`src/rtl/option_scheduler.sv`:
```
// rtl/option_scheduler.sv - generator/core sequencing with double-buffered table bank
// Gen FSM launches and tracks the ExpMu/ExpSigma banks; core FSM overlaps MC simulation with the next table build.
module option_scheduler #(
    parameter int GEN_LANES = 3,
    parameter int SEL_W     = 2,
    parameter int CNT_W     = 16
) (
    input  logic             CLK,
    input  logic             iRstN,
    input  logic             iOptValid,
    output logic             oOptReady,
    output logic             oGenStart,
    input  logic             iMuDone,
    input  logic             iSigmaDone,
    output logic             oMuBusy,
    output logic             oSigmaBusy,
    output logic [SEL_W-1:0] oLaneSel,
    output logic             oBank,
    output logic             oCoreStart,
    input  logic             iCoreDone,
    output logic             oCoresBusy,
    output logic [CNT_W-1:0] oOptCount
);

    typedef enum logic [1:0] {G_IDLE, G_RUN, G_FULL} gen_state_e;
    typedef enum logic       {C_IDLE, C_RUN} core_state_e;

    gen_state_e       gen_q, gen_d;
    core_state_e      core_q, core_d;
    logic             mu_seen_q, mu_seen_d;
    logic             sigma_seen_q, sigma_seen_d;
    logic             gen_start_q, gen_start_d;
    logic             core_start_q, core_start_d;
    logic             mu_busy_q, mu_busy_d;
    logic             sigma_busy_q, sigma_busy_d;
    logic [SEL_W-1:0] lane_sel_q, lane_sel_d;
    logic             bank_q, bank_d;
    logic [CNT_W-1:0] opt_count_q, opt_count_d;
    logic             swap;
    logic             busy_clear;

    always_comb begin
        gen_d        = gen_q;
        core_d       = core_q;
        mu_seen_d    = mu_seen_q;
        sigma_seen_d = sigma_seen_q;
        gen_start_d  = 1'b0;
        core_start_d = 1'b0;
        mu_busy_d    = mu_busy_q;
        sigma_busy_d = sigma_busy_q;
        bank_d       = bank_q;
        opt_count_d  = opt_count_q;
        lane_sel_d   = lane_sel_q;
        swap         = 1'b0;
        busy_clear   = 1'b0;

        case (gen_q)
            G_IDLE: begin
                if (iOptValid) begin
                    gen_d        = G_RUN;
                    gen_start_d  = 1'b1;
                    mu_busy_d    = 1'b1;
                    sigma_busy_d = 1'b1;
                    mu_seen_d    = 1'b0;
                    sigma_seen_d = 1'b0;
                end
            end
            G_RUN: begin
                if (iMuDone && !mu_seen_q) begin
                    mu_seen_d = 1'b1;
                    mu_busy_d = 1'b0;
                end
                if (iSigmaDone && !sigma_seen_q) begin
                    sigma_seen_d = 1'b1;
                    sigma_busy_d = 1'b0;
                end
                if (mu_seen_d && sigma_seen_d) begin
                    gen_d = G_FULL;
                end
            end
            G_FULL: begin
                // A finishing core frees the read bank in the same cycle, so the swap need not wait for C_IDLE.
                if (core_q == C_IDLE || iCoreDone) begin
                    swap         = 1'b1;
                    bank_d       = ~bank_q;
                    core_start_d = 1'b1;
                    gen_d        = G_IDLE;
                end
            end
            default: gen_d = G_IDLE;
        endcase

        if (core_q == C_RUN && iCoreDone) begin
            opt_count_d = opt_count_q + CNT_W'(1);
            core_d      = C_IDLE;
        end
        if (swap) begin
            core_d = C_RUN;
        end

        busy_clear = (mu_busy_q && !mu_busy_d) || (sigma_busy_q && !sigma_busy_d);
        if (gen_start_d || busy_clear || !(mu_busy_q || sigma_busy_q)) begin
            lane_sel_d = '0;
        end else if (lane_sel_q == SEL_W'(GEN_LANES - 1)) begin
            lane_sel_d = '0;
        end else begin
            lane_sel_d = lane_sel_q + SEL_W'(1);
        end
    end

    always_ff @(posedge CLK or negedge iRstN) begin
        if (!iRstN) begin
            gen_q        <= G_IDLE;
            core_q       <= C_IDLE;
            mu_seen_q    <= 1'b0;
            sigma_seen_q <= 1'b0;
            gen_start_q  <= 1'b0;
            core_start_q <= 1'b0;
            mu_busy_q    <= 1'b0;
            sigma_busy_q <= 1'b0;
            lane_sel_q   <= '0;
            bank_q       <= 1'b0;
            opt_count_q  <= '0;
        end else begin
            gen_q        <= gen_d;
            core_q       <= core_d;
            mu_seen_q    <= mu_seen_d;
            sigma_seen_q <= sigma_seen_d;
            gen_start_q  <= gen_start_d;
            core_start_q <= core_start_d;
            mu_busy_q    <= mu_busy_d;
            sigma_busy_q <= sigma_busy_d;
            lane_sel_q   <= lane_sel_d;
            bank_q       <= bank_d;
            opt_count_q  <= opt_count_d;
        end
    end

    assign oOptReady  = (gen_q == G_IDLE);
    assign oGenStart  = gen_start_q;
    assign oMuBusy    = mu_busy_q;
    assign oSigmaBusy = sigma_busy_q;
    assign oLaneSel   = lane_sel_q;
    assign oBank      = bank_q;
    assign oCoreStart = core_start_q;
    assign oCoresBusy = (core_q == C_RUN);
    assign oOptCount  = opt_count_q;

endmodule

```
`config.mk`:
```
export PLATFORM = sky130hd
export DESIGN_NAME = option_scheduler
export DESIGN_NICKNAME = d
export VERILOG_FILES = /design/src/rtl/option_scheduler.sv
export SDC_FILE = /design/constraint.sdc
export NUM_CORES = 1
export LEC_CHECK = 0
export ABC_AREA = 1
export BUFFER_PORTS_ARGS = -buffer_cell sky130_fd_sc_hd__buf_4
export CORE_AREA = 2 2 70 72
export DETAILED_ROUTE_END_ITERATION = 16
export DIE_AREA = 0 0 72 74
export HOLD_SLACK_MARGIN = 0.06
export PLACE_DENSITY = 0.53
export RECOVER_POWER = 25
export SETUP_SLACK_MARGIN = 0.05
export SLEW_MARGIN = 5
export SYNTH_ARGS = -nofsm -noshare
export SYNTH_HDL_FRONTEND = slang
export SYNTH_SLANG_ARGS = --single-unit
```
`constraint.sdc`:
```
create_clock -name CLK -period 1.7 [get_ports CLK]
set_clock_uncertainty 0.1 [all_clocks]
set_input_delay 0.34 -clock CLK [delete_from_list [all_inputs] [get_ports CLK]]
set_output_delay 0.34 -clock CLK [all_outputs]
set_load 0.005 [all_outputs]
```
==> metrics.cfg <==
[outcome]
outcome=finished clean

[setup_path]
crit_arrival_ns=1.49
critPathBufInv=0
slowest_stage=dfrtp_1
worstSetupPathType=reg -> reg
r2r_cells=5
critPathLaunchType=register
crit_family=simple AND/OR/NAND/NOR gates
cpPeakStageDelay_ns=0.41
cp.required_ns=1.76
crit_chain=ha_1 > nand3_2 > nor3_4 > nand2_1 > xor2_1
worstPathMaxFanout=7
r2r_setup_slack_ns=0.27
endpoint_kind=register
r2r-end=oOptCount[10]
r2r-start=oOptCount[0]

[synthesis]
synth_seq_area_share=0.5288
avgSynthCellArea_um2=9.138
synth_top_flop_cell=dfrtp_1
synth_common_cells=32 x nand2_1, 29 x inv_1, 28 x dfrtp_1
syn_area_um2=1325
yosysTopAreaCellShare=0.5288
syn_inst=145
synth_top_cell_by_area=dfrtp_1
yosysMostFrequentCell=nand2_1
yosys_warnings=0
yosys-top-cells-area=dfrtp_1 53%, nand2_1 9.1%, inv_1 8.2%
synth-edff-count=0
ys_seq_elements=28
synth_fp_nets=152
synth_cell_types=22
synthArstFlopShare=1.000

[routing]
drt_drc_violations_left=0
first_pass_iters=4
antenna_left=0
wirelength_mm=2.536
drtIter0Drc=29
viasPerCell=4.402
routed-via-count=1030
wire_per_inst_um=10.84

[pwr]
switching_share=0.3389
total_leakage_power_uw=0.0009034
seqPwrFrac=0.489
p_comb_frac=0.339
p_switching_uw=698.5
vdd_drop_max_v=0.0005234
power_density_nw_per_um2=1231
clkPwrFrac=0.172
intPower_uw=1362

[hold_path]
min_to=sigma_seen_q
holdPathStages=3
hp-class=in -> reg
min-delay-start=iSigmaDone

[placed_design]
gp_congestion=0.6923
hpwl_mm=1.921
io_buffers=30
placed_area_um2=1625

[sta]
tns_ns=0
post-route-period-util=0.8407
fmax_mhz=699.7
slew_viol_final=0
hold_ws_ns=0.2537
setup_viol=0
final_hold_viol_count=0
fin_crit_ns=1.429
slew_headroom=0.5126
rsz0062_at_grt=no
worst_pin_slew_ns=0.7310

[floorplanning]
dieArea_um2=5328
core_area_um2=4598
fp-row-count=25
pin_count=31
chipWidth_um=72
die_y_um=74
start_util=0.2882

[cells_and_area]
fillers=480
layout.nets=189
antennaDiodeCount=0
drive_gt1_frac=0.2333
utilization=0.3641
fin_area_um2=1674
area_delta_synth_final_pct=26.35

[cts]
cts-root-buf=clkbuf_8
clkTransAtPathRegs_ns=0.09
cts_tree=done
cts_buffer_depth=2
postCtsSetupRepairBufs=0
cts_sinks=28
clock_latency_ns=0.27
cts_max_level=1
cts_buffers=3

[global_route]
use_met2=0.1502
track_usage=0.1005
grt_pass1_vias=930
antenna_found_initial=0
gr-usage-met1=0.1458
grt_max_degree=29
grt_overflow_total=0
grt_busiest_layer=met2
grt_use_met3=0.02710
grt_pass1_wl_mm=4.284

[run]
maxCapViolations=0

==> tightest hold or removal path: stages <==
cell and delay [ns]:
buf_4 0.12, nand2_1 0.07, a21oi_1 0.06
==> power by group through the flow <==
stage          Combinational, uW  Sequential, uW  Clock, uW
2_1_floorplan                367            1010          0
3_3_place_gp                 706            1020          0
3_5_place_dp                 710            1020          0
4_1_cts                      713            1010        378
5_1_grt                      789            1040        394
6_report                     699            1010        354
==> metrics by stage <==
| stage | setup WS [ns] | instances | power [uW] |
|---|---|---|---|
| final | 0.2708 | 234 | 2061 |
| after global routing | 0.1330 | 234 | 2221 |
| after CTS | 0.2548 | 234 | 2101 |
| after detailed placement | 0.2635 | 230 | 1731 |
| after global placement | 0.2950 | 230 | 1728 |
| after floorplan | 0.3359 | 145 | 1372 |
==> layer usage <==
| metal | wire length [um] | share of wire |
|---|---|---|
| met3 | 134 | 0.053 |
| met1 | 1224 | 0.48 |
| met4 | 13 | 0.0051 |
| met2 | 1163 | 0.46 |
| met5 | 0 | 0 |
==> timing repair <==
action / in CTS / in global routing
hold buffers: 1 / 0
endpoints found under the hold margin: 28 / 0
resized for setup: 0 / 0
==> kinds of logic after synthesis <==
kind of cell               after synthesis  synth area share
and+or+nand+nor                         69            0.2757
buffers and inverters                   29           0.08215
DFF                                     28            0.5288
xor gates and xnor gates                 9           0.05949
AOI/OAI and AO/OA                        8           0.03588
muxes                                    1          0.008498
adders and majority gates                1          0.009441
==> cell type report <==
class / instances / area, um2 / share of cell area
multi-input combinational: 88 / 515.5 / 0.3079
timing repair buffer: 32 / 240.2 / 0.1435
clock buffer: 3 / 41.29 / 0.02466
sequential: 28 / 700.7 / 0.4185
tap: 54 / 67.56 / 0.04036
inverter: 29 / 108.9 / 0.06502
==> cell usage in the layout (no fill, tap or decap), drive strengths merged <==
master	n
o21ai	1
nor3	6
clkbuf	4
xnor2	4
buf	30
nand3b	1
dfrtp	28
mux2	1
o22ai	3
a21oi	3
nand2	33
inv	29
o22a	1
dlygate4sd3	1
nor2	14
ha	1
nand4	8
nand3	7
xor2	5
==> sequential cells by signal (all words and copies together) (netlist names) <==
signal        flops
oLaneSel          2
oSigmaBusy        1
mu_seen_q         1
oCoresBusy        1
sigma_seen_q      1
oCoreStart        1
oOptCount        16
oBank             1
gen_q             2
oGenStart         1
oMuBusy           1
==> worst max-delay path by stage <==
| stage | from | endpoint | slack [ns] | cells after the start |
|---|---|---|---|---|
| after floorplan | oOptCount[0] | oOptCount[10] | 0.34 | 5 |
| after global placement | oOptCount[0] | oOptCount[10] | 0.30 | 5 |
| after detailed placement | oOptCount[0] | oOptCount[10] | 0.26 | 5 |
| after CTS | oOptCount[0] | oOptCount[10] | 0.25 | 5 |
| after global routing | oOptCount[0] | oOptCount[14] | 0.13 | 7 |
| final | oOptCount[0] | oOptCount[10] | 0.27 | 5 |
(Power assumes the default switching activity.)
